$ cat config.mk
export PLATFORM = sky130hd
export DESIGN_NAME = clk_en_sched
export DESIGN_NICKNAME = d
export VERILOG_FILES = /design/src/rtl/clk_en_sched.sv
export SDC_FILE = /design/constraint.sdc
export NUM_CORES = 1
export LEC_CHECK = 0
export ABC_AREA = 1
export CORE_ASPECT_RATIO = 0.5
export CORE_UTILIZATION = 58
export DETAILED_ROUTE_END_ITERATION = 10
export GPL_ROUTABILITY_DRIVEN = 1
export PLACE_DENSITY = 0.95
export SLEW_MARGIN = 20
export SYNTH_ARGS = -nofsm -noshare
export SYNTH_HDL_FRONTEND = slang
export SYNTH_SLANG_ARGS = --single-unit
$ cat constraint.sdc
create_clock -name clk_in -period 8.2 [get_ports clk_in]
set_clock_uncertainty 0.2 [all_clocks]
set_input_delay 2.46 -clock clk_in [delete_from_list [all_inputs] [get_ports clk_in]]
set_output_delay 2.46 -clock clk_in [all_outputs]
set_load 0.1 [all_outputs]
$ cat src/rtl/clk_en_sched.sv
// Run/halt/single-step clock-enable sequencer: issues a one-cycle tick every div cycles of clk_in.
// Optional LIVE_RECONFIG_EN: ratio accepted outside HALT is queued and takes effect on the next wrap.
module clk_en_sched #(
   parameter int CNT_W       = 16,
   parameter int DEFAULT_DIV = 2,
   parameter int TICKS_W     = 32
) (
   input  logic               clk_in,
   input  logic               reset_n,
   input  logic               cfg_valid,
   input  logic [CNT_W-1:0]   cfg_div,
   output logic               cfg_ready,
   input  logic               run_req,
   input  logic               halt_req,
   input  logic               step_req,
   output logic               tick,
   output logic               tick_phase,
   output logic               busy,
   output logic [1:0]         state,
   output logic [TICKS_W-1:0] tick_count
);

   typedef enum logic [1:0] {
      ST_HALT  = 2'd0,
      ST_RUN   = 2'd1,
      ST_STEP  = 2'd2,
      ST_DRAIN = 2'd3
   } state_e;

   localparam logic [CNT_W-1:0] DIV_RST = CNT_W'(DEFAULT_DIV);
   localparam logic [CNT_W-1:0] ONE     = CNT_W'(1);

   state_e               state_q, state_d;
   logic [CNT_W-1:0]     cnt_q, cnt_d;
   logic [CNT_W-1:0]     div_q, div_d;
   logic                 tick_q, tick_d;
   logic                 phase_q, phase_d;
   logic [TICKS_W-1:0]   count_q, count_d;

   logic                 wrap;
   logic                 cfg_fire;
   logic [CNT_W-1:0]     cfg_val;

   // The wrap edge ends a period; it only exists while the sequencer is active.
   assign wrap     = (state_q != ST_HALT) && (cnt_q == (div_q - ONE));
   assign cfg_fire = cfg_valid && cfg_ready;
   assign cfg_val  = (cfg_div == '0) ? ONE : cfg_div;

   always_ff @(posedge clk_in or negedge reset_n) begin
      if (!reset_n) begin
         state_q <= ST_HALT;
      end else begin
         state_q <= state_d;
      end
   end

   always_comb begin
      state_d = state_q;
      case (state_q)
         ST_HALT: begin
            if (halt_req) begin
               state_d = ST_HALT;
            end else if (step_req) begin
               state_d = ST_STEP;
            end else if (run_req) begin
               state_d = ST_RUN;
            end
         end
         ST_RUN: begin
            // A halt landing on the wrap edge needs no drain period.
            if (halt_req && wrap) begin
               state_d = ST_HALT;
            end else if (halt_req) begin
               state_d = ST_DRAIN;
            end
         end
         ST_STEP, ST_DRAIN: begin
            if (wrap) begin
               state_d = ST_HALT;
            end
         end
         default: state_d = ST_HALT;
      endcase
   end

   always_comb begin
      busy  = (state_q != ST_HALT);
      state = state_q;
`ifdef LIVE_RECONFIG_EN
      cfg_ready = 1'b1;
`else
      cfg_ready = (state_q == ST_HALT);
`endif
   end

   always_comb begin
      cnt_d = cnt_q;
      if (state_q == ST_HALT || wrap) begin
         cnt_d = '0;
      end else begin
         cnt_d = cnt_q + ONE;
      end
      tick_d  = wrap;
      phase_d = phase_q ^ wrap;
      count_d = count_q + {{(TICKS_W-1){1'b0}}, wrap};
   end

`ifdef LIVE_RECONFIG_EN
   logic [CNT_W-1:0] pend_q, pend_d;
   logic             pend_valid_q, pend_valid_d;

   // HALT accepts apply at once; active-state accepts wait for the period boundary.
   always_comb begin
      div_d        = div_q;
      pend_d       = pend_q;
      pend_valid_d = pend_valid_q;
      if (cfg_fire && state_q == ST_HALT) begin
         div_d        = cfg_val;
         pend_valid_d = 1'b0;
      end else begin
         if (wrap && pend_valid_q) begin
            div_d        = pend_q;
            pend_valid_d = 1'b0;
         end
         if (cfg_fire) begin
            pend_d       = cfg_val;
            pend_valid_d = 1'b1;
         end
      end
   end

   always_ff @(posedge clk_in or negedge reset_n) begin
      if (!reset_n) begin
         pend_q       <= DIV_RST;
         pend_valid_q <= 1'b0;
      end else begin
         pend_q       <= pend_d;
         pend_valid_q <= pend_valid_d;
      end
   end
`else
   always_comb begin
      div_d = div_q;
      if (cfg_fire) begin
         div_d = cfg_val;
      end
   end
`endif

   always_ff @(posedge clk_in or negedge reset_n) begin
      if (!reset_n) begin
         cnt_q   <= '0;
         div_q   <= DIV_RST;
         tick_q  <= 1'b0;
         phase_q <= 1'b0;
         count_q <= '0;
      end else begin
         cnt_q   <= cnt_d;
         div_q   <= div_d;
         tick_q  <= tick_d;
         phase_q <= phase_d;
         count_q <= count_d;
      end
   end

   assign tick       = tick_q;
   assign tick_phase = phase_q;
   assign tick_count = count_q;

endmodule
==> Word-level counts from Yosys, hierarchy flattened <==
Index checks and enable logic that the tools add are counted.
{ "op_classes": {"add_sub_neg": 3, "reduce_logical": 9, "n_mux": 9, "n_eq_ne": 7, "bitwise_logic": 1} }
{ "op_table": {"columns": ["op", "count"], "rows": [
  ["32-bit by 1-bit adder with 32-bit output", 1],
  ["16-bit two-way mux", 2],
  ["16-bit by 1-bit adder with 16-bit output (second input constant)", 1],
  ["16-bit equality test", 1],
  ["16-bit logical NOT", 1],
  ["16-bit by 1-bit subtractor with 16-bit output (second input constant)", 1],
  ["2-bit two-way mux", 6],
  ["2-bit case mux with 3 select lines", 1],
  ["2-bit equality test (second input constant)", 2],
  ["4-bit by 1-bit inequality test with 1-bit output (second input constant)", 1],
  ["1-bit logical AND", 3],
  ["3-bit inequality test (second input constant)", 1],
  ["3-bit AND reduction", 1],
  ["2-bit by 1-bit equality test with 1-bit output (second input constant)", 1],
  ["2-bit logical NOT", 1],
  ["2-bit inequality test (second input constant)", 1],
  ["2-bit nonzero test", 1],
  ["2-bit OR reduction", 1],
  ["1-bit logical OR", 1],
  ["1-bit bitwise XOR", 1]
]} }
{ "word_totals": {"wordCells": 35, "register_bits": 68, "output_inout_bits": 38, "inputBits": 22} }

==> Logic depth before layout (Yosys ltp) <==
Gate-level depths: netlist (run 1).
{ "depth": {"ltp_word": 6, "mapped_depth": 25, "ltp_nobuf": 25} }

==> Worst setup path after synthesis (run 1) <==
No wires, ideal clock.
{ "synth_timing": {"path_type": "flip-flop to output port", "from": "reg state_q[1] (netlist: state[1])", "to": "out cfg_ready", "arrival_ps": 2293, "path_stages_with_launch": 3, "setup_slack_ps": 3247, "path_cell_list": "dfrtp_1 -> nor2_1 -> clkbuf_1"} }
{ "synth_between": {"elab_chain_len": 1} }
{ "synth_lines": {"columns": ["item", "line", "rtl"], "rows": [
  ["start: declaration", "33", "state_e state_q, state_d;"],
  ["start signal: assignment", "53", "state_q <= state_d;"],
  ["2-bit logical NOT", "92", "cfg_ready = (state_q == ST_HALT);"],
  ["end: declaration", "12", "output logic cfg_ready,"]
]} }
No other way between the ends.

==> Worst setup path after layout (run 1) <==
Same ends and word-level chain as after synthesis.

==> metrics.md, run 1 <==
| Metric | Value |
|---|---|
| MaxCap Viol Count | 0 |
| Count of different cell masters after synthesis | 31 |
| Tot Pwr | 1.32 mW |
| First-pass GRT wire length | 15,400 µm |
| H-tree Lvls | 3 |
| CP Class | reg -> out |
| Maximum clock frequency | 196 MHz |
| Number of global-route vias before repair | 3,276 |
| Metal-1 WL | 4030 µm |
| Post-synth ARST share | 100% |
| Fillcell total | 399 |
| Synth top area share | 43.4% |
| Congestion Overflow GR | 0 |
| Wire per inst | 14.8 µm |
| WHS | 0.291 ns |
| Vias per inst | 5.39 |
| VDD IR-drop max | 0.000144 V |
| Drt first-iter violations | 243 |
| Nets | 559 |
| Startpoint types | flop |
| Area of the die | 7010 µm² |
| DR top layer | met4 |
| Root buf cell | clkbuf_16 |
| Final setup fails | 0 |
| Final wirelength | 9270 µm |
| Die X-Extent | 117 µm |
| # resized after CTS | 0 |
| Setup Total Neg Slack | 0 ns |
| Mapped Cells | 465 |
| Met3 wire len | 479 µm |
| Reg clk slew, reported paths | 0.06 ns |
| Final worst slack | 3.09 ns |
| Prevailing post-synth register cell | dfrtp_1 |
| Most frequent cell after synthesis | nand2_1 |
| I/O Buffers | 59 |
| Placer Congestion | 0.827 |
| Clock Latency Late Sink | 0.34 ns |
| CTS buffer count | 9 |
| Final hold vios | 0 |
| CTS Buffer Depth | 2 |
| Post-CTS setup buffer count | 0 |
| Syn Std Cell Area | 3860 µm² |
| Slew Limit Fails | 0 |
| Final worst-path cycle share | 62.3% |
| Register bit count reported by yosys | 68 |
| Vias post-DR | 3,375 |
| Hold bufs inserted after CTS | 0 |
| Routed Antenna Nets | 0 |
| # DRC | 0 |
| Boundary Pins | 60 |
| Seq/Total Area, Yosys | 44.1% |
| Initial antenna violation count | 0 |
| Dpl hpwl | 6120 µm |
| Area Overhead vs Synth | 24.8% |
| All-Layer GR Usage | 28.7% |
| Synth area leader | dfrtp_1 |
| Clock Sinks | 68 |
| Critical Path RT | 5.54 ns |
| EDFF count, synth | 0 |
| TritonCTS clock tree | done |
| Slew HR | 31.8% |
| N_diodes | 0 |
| First drt pass iteration count | 4 |
| Post-layout minimum cycle time | 5.11 ns |
| WL met2 | 4530 µm |
| Synth area leaders | dfrtp_1 43%, nand2_1 11%, xor2_1 5.7%, inv_1 5.2%, nor2_1 4.5% |
| Total core area | 6260 µm² |
| Status | finished, final reports clean |
| Worst slew pin tran | 1.02 ns |
| CP Capture Type | output pin |
| Worst EP arrival | 2.45 ns |
| Static leakage | 2.22 nW |
| Pre-CTS WS | 3.50 ns |
| Post-Syn Nets | 491 |
| Die Y | 59.7 µm |
| Unrepaired setup endpoints after global routing | no |
| Row Count | 20 |
| Number of synthesis warnings | 0 |
| Synth Area per Inst | 8.30 µm² |
| Synth top cells by count | 115 x nand2_1, 67 x dfrtp_1, 54 x inv_1 |
| Pin count of the biggest net entering global routing | 69 |
| Crit-path max FO | 12 |
| Hold/Removal Path Class | reg -> reg |
| Share of cells above drive strength 1 | 13.4% |
| Pwr/cell area | 273 nW/µm² |
| Initial Util | 61.7% |
[cells by family after synthesis]
logic type / after synthesis / synth area share [%]
and+or+nand+nor: 272 / 35.0
DFF: 68 / 44.1
buffers and inverters: 58 / 6.06
xor gates and xnor gates: 41 / 9.49
AOI/OAI and AO/OA: 16 / 2.30
muxes: 6 / 1.75
adders and majority gates: 4 / 1.30
[where the power goes]
part	leakage (nW)	switching, mW	internal, mW
clock	0.126	0.157	0.207
combinational	1.20	0.323	0.162
sequential	0.898	0.0746	0.393
total	2.22	0.554	0.762
[sequential cells by signal (all words and copies together), names as in the netlist]
signal and cells:
state 2, tick_count 32, div_q 16, tick 1
cnt_q 16, tick_phase 1
[cells in the final DEF (no fill, tap or decap), types with 6 or more instances in the layout]
cell type          n
nor2_1            46
nand2_1          115
nor2_2            21
clkbuf_16          9
nor3_2             9
xor2_1            25
clkdlybuf4s50_1   58
nand4_1           12
nor4_1             8
a21oi_1            6
xnor2_1           15
dfrtp_1           67
o21ai_0            7
inv_1             54
mux2_2             6
nand3_1           31
nor3_1             9
[per-stage QoR]
step,instances,cell area [µm²],utilization (%)
finish,626,4820,77.0
global route,626,4820,77.0
CTS,626,4820,77.0
detailed placement,610,4540,72.6
global placement,610,4540,72.6
floorplan,465,3860,-
[routing by layer]
| metal | up-vias | global-route usage (%) |
|---|---|---|
| li1 | 1625 | - |
| met1 | 1625 | 32.4 |
| met2 | 102 | 51.8 |
| met3 | 23 | 9.54 |
| met4 | 0 | 12.1 |
| met5 | - | 0 |
[area by class of cell]
type	instances	area, µm²	share of cell area, %
timing repair buffer	61	601	12.5
clock buffer	10	229	4.75
inverter	54	203	4.21
clock inverter	6	48.8	1.01
multi-input combinational	339	1920	39.9
tap	88	110	2.29
sequential	68	1700	35.3
[path summary, 6_finish.rpt]
check                          startpoint        endpoint  slack (ns)  depth (start not counted)
hold / removal             tick_count[31]  tick_count[31]        0.29                          1
setup / recovery                 state[1]       cfg_ready        3.09                          3
hold reg to reg            tick_count[31]  tick_count[31]        0.29                          1
max in group asynchronous         reset_n        div_q[4]        5.12                          2
setup reg to reg                 div_q[1]  tick_count[26]        4.19                         23
min in group asynchronous         reset_n        cnt_q[0]        2.10                          2
[critical path, stage by stage (launching register included)]
cell	delay (ns)
dfrtp_1	0.44
nor2_1	0.26
buf_4	0.26
clkdlybuf4s50_1	1.16
Note: power is estimated with default switching activity, not from simulation.
==> run 2, diff against run 1 <==
- CORE_UTILIZATION: 58 -> 54
- PLACE_DENSITY: 0.95 -> 0.91
- clock period: 8.2 -> 4.8 ns (I/O delays scaled with it)
==> run 2 against run 1 <==
Critical path type is now reg -> reg. Sequential power is 71% higher. Combinational power increased by 68%. Non-clock buffer count unchanged. Register-to-register slack got worse by 3.4 ns. Power up 73%. Largest cell class unchanged. Clock power increased by 82%.
==> metrics.md, run 2 (same netlist as run 1, synthesis figures left out) <==
| Metric | Value |
|---|---|
| Initial antenna violation count | 0 |
| Congestion Overflow GR | 0 |
| Crit path largest cell delay | 0.55 ns |
| Maximum clock frequency | 250 MHz |
| Post-layout minimum cycle time | 4.00 ns |
| All-Layer GR Usage | 26.4% |
| P_sw | 0.932 mW |
| Final wirelength | 9240 µm |
| # resized after CTS | 0 |
| Worst path top cell family by delay | simple AND/OR/NAND/NOR gates |
| Max reg flops | 32 |
| Nets | 559 |
| Die Y | 61.8 µm |
| Vias per inst | 5.38 |
| First-pass GRT wire length | 15,100 µm |
| Final worst-path cycle share | 83.3% |
| VDD IR-drop max | 0.000194 V |
| Critical Path RT | 4.82 ns |
| Comb pwr share | 35.8% |
| Slew HR | 30.9% |
| Pwr/cell area | 471 nW/µm² |
| Worst EP arrival | 4.02 ns |
| TritonCTS clock tree | done |
| Status | finished, final reports clean |
| Wire per inst | 14.7 µm |
| Pre-CTS WS | 1.02 ns |
| Drt first-iter violations | 134 |
| Number of global-route vias before repair | 3,261 |
| Hold/Removal Path Class | reg -> reg |
| Fillcell total | 474 |
| Pin count of the biggest net entering global routing | 69 |
| Crit-path max FO | 5 |
| Root buf cell | clkbuf_16 |
| Unrepaired setup endpoints after global routing | no |
| Sw Share | 40.9% |
| Vias post-DR | 3,390 |
| Final worst slack | 0.800 ns |
| # DRC | 0 |
| Sequence of cells on the critical path | inv_1, ha_1, nand2_1, inv_1, nor2_1, nand2_1, nor2_1, nand3_1, nor2_1, nand2_1, nor2_2, nand2_4, nor2_4, ha_1, ha_1, nand3_1, nor2_1, nand2_1, nor4_1, nand4_1, nor3_1, nand2_1, xnor2_1 |
| Slowest CP cell | dfstp_2 |
| Hold bufs inserted after CTS | 0 |
| Clock Sinks | 68 |
| Static leakage | 2.24 nW |
| Initial Util | 56.7% |
| N_diodes | 0 |
| Dpl hpwl | 6150 µm |
| Row Count | 21 |
| Share of cells above drive strength 1 | 13.8% |
| Final hold vios | 0 |
| Reg power frac | 35.1% |
| Post-CTS setup buffer count | 0 |
| Slew Limit Fails | 0 |
| Boundary Pins | 60 |
| Most frequent cells in the layout | 115 x nand2_1, 67 x dfrtp_1, 56 x clkdlybuf4s50_1 |
| Final setup fails | 0 |
| CP bufs+invs | 2 |
| Power Internal | 1.35 mW |
| I/O Buffers | 59 |
| MaxCap Viol Count | 0 |
| CP Capture Type | flop |
| CTS buffer count | 9 |
| CP Class | reg -> reg |
| Total core area | 6810 µm² |
| Register Area | 1700 µm² |
| CTS Buffer Depth | 2 |
| Clock power share | 29.1% |
| Startpoint types | flop |
| Worst slew pin tran | 1.03 ns |
| Setup Total Neg Slack | 0 ns |
| Crit path top cell by count | nand2_1 |
| Routed Antenna Nets | 0 |
| Area of the die | 7510 µm² |
| Reg clk slew, reported paths | 0.06 ns |
| Area Overhead vs Synth | 25.5% |
| Most common cell after layout, fill and taps aside | nand2_1 |
| Clock Latency Late Sink | 0.34 ns |
| H-tree Lvls | 3 |
| WHS | 0.286 ns |
| First drt pass iteration count | 7 |
| Multi-input combinational cell area | 1920 µm² |
| Die X-Extent | 122 µm |
| Placer Congestion | 0.856 |
[run 2: cell count changes in the layout (fill, tap and decap cells not counted), sizes merged]
cell           previous run  this run
buf                       3         5
clkdlybuf4s50            58        56
bufinv                    0         1
clkinv                    1         2
clkinvlp                  3         2
inv                      56        55
[run 2: layout make-up]
cell class | instances | area share [%]
multi-input combinational | 339 | 39.7
sequential | 68 | 35.1
tap | 92 | 2.38
inverter | 54 | 4.18
timing repair buffer | 61 | 12.5
clock buffer | 10 | 4.73
clock inverter | 6 | 1.32
[run 2: path summary, 6_finish.rpt]
path                       depth (start not counted)  slack [ns]        endpoint            from
setup / recovery                                  23        0.80  tick_count[26]        div_q[1]
hold / removal                                     1        0.29  tick_count[31]  tick_count[31]
setup reg to reg                                  23        0.80  tick_count[26]        div_q[1]
hold reg to reg                                    1        0.29  tick_count[31]  tick_count[31]
max in group asynchronous                          2        3.18        div_q[1]         reset_n
min in group asynchronous                          2        0.92  tick_count[27]         reset_n
[run 2: metal layers]
metal | track usage [%] | share of wire (%) | wire length, µm | vias to the layer above
li1 | - | - | - | 1616
met1 | 30.8 | 43 | 3930 | 1637
met2 | 48.0 | 50 | 4620 | 108
met3 | 7.21 | 5.1 | 471 | 29
met4 | 10.6 | 2.3 | 209 | 0
met5 | 0 | 0 | 0 | -
[run 2: power by group through the flow]
stage	Clock (mW)	Sequential [mW]	Combinational [mW]
after floorplan	0	0.853	0.584
after global placement	0	0.802	0.782
after detailed placement	0	0.806	0.808
after CTS	0.664	0.801	0.820
after global routing	0.695	0.815	0.906
final	0.663	0.801	0.817
[run 2: through the flow]
step	power (mW)	cells	utilization (%)	cell area [µm²]
2_1_floorplan	1.44	465	-	3860
3_5_place_dp	1.61	614	66.9	4550
5_1_grt	2.42	630	71.2	4850
4_1_cts	2.29	630	71.2	4850
3_3_place_gp	1.58	614	66.9	4550
6_report	2.28	630	71.2	4850
==> run 3, diff against run 2 <==
- clock period: 4.8 -> 4 ns (I/O delays scaled with it)
==> run 3 against run 2 <==
Combinational power rose by 24%. Die area did not move. Utilization rose by 0.11 points. Sequential share of layout area fell by 0.054 points. Critical path depth rose by 1. Maximum frequency rose by 8.6%. Power rose by 17%. Critical path type unchanged. Critical endpoint is now tick_count[30]. Largest cell class unchanged.
==> metrics.md, run 3 (same netlist as run 1, synthesis figures left out) <==
| Metric | Value |
|---|---|
| Status | finished, final reports clean |
| Placer Congestion | 0.871 |
| Reg2reg end | tick_count[30] |
| Fillcell total | 466 |
| VDD IR-drop max | 0.000228 V |
| Die X-Extent | 122 µm |
| Clock power share | 26.5% |
| Power Internal | 1.56 mW |
| Vias per inst | 5.15 |
| Critical Path RT | 4.06 ns |
| Min-delay src | div_q[1] |
| MaxCap Viol Count | 0 |
| Clock Latency Late Sink | 0.33 ns |
| Final wirelength | 8660 µm |
| DR top layer | met4 |
| Slew Limit Fails | 0 |
| Hold EP | div_q[1] |
| First-pass GRT wire length | 14,000 µm |
| Crit-path max FO | 5 |
| Sequence of cells on the critical path | inv_1, ha_4, nand2_1, inv_1, nor2_1, nand2_1, nor2_1, nand3_1, nor2_1, nand2_1, nor2_4, nand2_4, nor2_4, ha_4, ha_4, nand3_2, nor2_2, nand2_2, nor2_4, inv_2, nor4_4, nand2_2, nor2_2, xor2_1 |
| Initial antenna violation count | 0 |
| TritonCTS clock tree | done |
| Share of cells above drive strength 1 | 23.6% |
| Reg power frac | 35.9% |
| Static leakage | 2.34 nW |
| Worst path top cell family by delay | simple AND/OR/NAND/NOR gates |
| Die Y | 61.8 µm |
| Pre-CTS WS | 0.196 ns |
| Sw Share | 41.6% |
| Final worst slack | 0.317 ns |
| CP bufs+invs | 3 |
| Wire per inst | 13.6 µm |
| Most frequent cells in the layout | 113 x nand2_1, 67 x dfrtp_1, 53 x inv_1 |
| Area Overhead vs Synth | 25.7% |
| Boundary Pins | 60 |
| Crit path largest cell delay | 0.54 ns |
| Met3 wire len | 309 µm |
| Final setup fails | 0 |
| Metal-1 WL | 3960 µm |
| Area of the die | 7510 µm² |
| Routed Antenna Nets | 0 |
| All-Layer GR Usage | 24.4% |
| Drt first-iter violations | 194 |
| Fin util | 71.3% |
| P_sw | 1.11 mW |
| Post-layout minimum cycle time | 3.68 ns |
| Final worst-path cycle share | 92.1% |
| R2R Setup Slk | 0.32 ns |
| Hold/Removal Path Class | reg -> reg |
| Initial Util | 56.7% |
| N_diodes | 0 |
| Worst EP arrival | 3.74 ns |
| I/O Buffers | 59 |
| H-tree Lvls | 3 |
| First drt pass iteration count | 5 |
| Startpoint types | flop |
| Root buf cell | clkbuf_16 |
| Worst r2r path cells | 24 |
| Nets | 568 |
| Clock Sinks | 68 |
| Most common cell after layout, fill and taps aside | nand2_1 |
| Hold bufs inserted after CTS | 0 |
| Vias post-DR | 3,286 |
| Comb pwr share | 37.6% |
| Reg clk slew, reported paths | 0.06 ns |
| Hold Path Cell Cnt | 2 |
| Total core area | 6810 µm² |
| CP Capture Type | flop |
| Slew HR | 62.1% |
| Worst slew pin tran | 0.569 ns |
| WL met2 | 4300 µm |
| Pwr/cell area | 551 nW/µm² |
| Max reg flops | 32 |
| CP Class | reg -> reg |
| # DRC | 0 |
| Congestion Overflow GR | 0 |
| CTS Buffer Depth | 2 |
| Critical Path Start | div_q[1] |
| CTS buffer count | 9 |
| Dpl hpwl | 6080 µm |
| Pin count of the biggest net entering global routing | 26 |
| Critical R2R Launch | div_q[1] |
| Row Count | 21 |
| Number of global-route vias before repair | 3,143 |
| Final hold vios | 0 |
| Slowest CP cell | dfstp_2 |
| Maximum clock frequency | 271 MHz |
[run 3: changes by cell type in the layout (fill, tap and decap cells not counted), moves of 2 or more]
cell / before / now
buf_4: 3 / 49
clkdlybuf4s50_1: 56 / 20
ha_1: 4 / 1
ha_4: 0 / 3
clkinv_4: 0 / 2
nand2_1: 115 / 113
nand2_2: 4 / 6
nor2_1: 46 / 44
nor2_4: 5 / 7
[run 3: stage by stage]
step           instance area, µm²  instances  setup TNS (ns)  hold slack (ns)  power, mW
5_1_grt                      4850        638         -0.0198            0.306       2.85
3_5_place_dp                 4460        615               0            0.280       1.93
4_1_cts                      4730        630               0            0.298       2.65
3_3_place_gp                 4460        615               0            0.258       1.90
2_1_floorplan                3860        465               0            0.262       1.72
6_report                     4850        638               0            0.289       2.67
[run 3: worst register-to-register path, stage by stage (launching register included)]
cell and delay [ns]:
dfstp_2 0.54, inv_1 0.07, ha_4 0.22, nand2_1 0.07, inv_1 0.05, nor2_1 0.08, nand2_1 0.06, nor2_1 0.08
nand3_1 0.10, nor2_1 0.11, nand2_1 0.10, nor2_4 0.15, nand2_4 0.09, nor2_4 0.16, ha_4 0.17, ha_4 0.14
nand3_2 0.10, nor2_2 0.17, nand2_2 0.11, nor2_4 0.14, inv_2 0.07, nor4_4 0.28, nand2_2 0.11, nor2_2 0.12
xor2_1 0.14
[run 3: power by group through the flow]
stage          Clock, mW  Sequential [mW]  Combinational [mW]
6_report           0.709            0.959                1.01
5_1_grt            0.750            0.977                1.12
4_1_cts            0.716            0.958               0.975
3_5_place_dp           0            0.968               0.958
3_3_place_gp           0            0.962               0.934
2_1_floorplan          0             1.02               0.701
[run 3: area by class of cell]
class | instances | area (µm²) | share of cell area, %
Timing Repair Buffer | 70 | 573 | 11.8
Clock inverter | 6 | 42.5 | 0.877
Clock buffer | 9 | 225 | 4.64
Multi-Input combinational cell | 339 | 1990 | 41.0
Tap cell | 92 | 115 | 2.37
Inverter | 54 | 203 | 4.18
Sequential cell | 68 | 1700 | 35.1
[run 3: how the worst max path moves through the flow]
stage / to / slack [ns] / cells past startpoint
global placement: tick_count[26] / 0.33 / 23
floorplan: cfg_ready / 0.31 / 2
global route: tick_count[30] / -0.02 / 23
CTS: tick_count[26] / 0.15 / 23
finish: tick_count[30] / 0.32 / 24
detailed placement: tick_count[26] / 0.20 / 23
[run 3: per-layer routing]
layer | track usage, % | vias to the layer above
li1 | - | 1642
met1 | 28.6 | 1563
met2 | 44.0 | 71
met3 | 7.76 | 10
met4 | 8.47 | 0
met5 | 0 | -
[run 3: repair_timing]
item	in CTS	in global routing
setup buffers	0	8
gates resized for setup	0	14
setup endpoints to repair	0	13
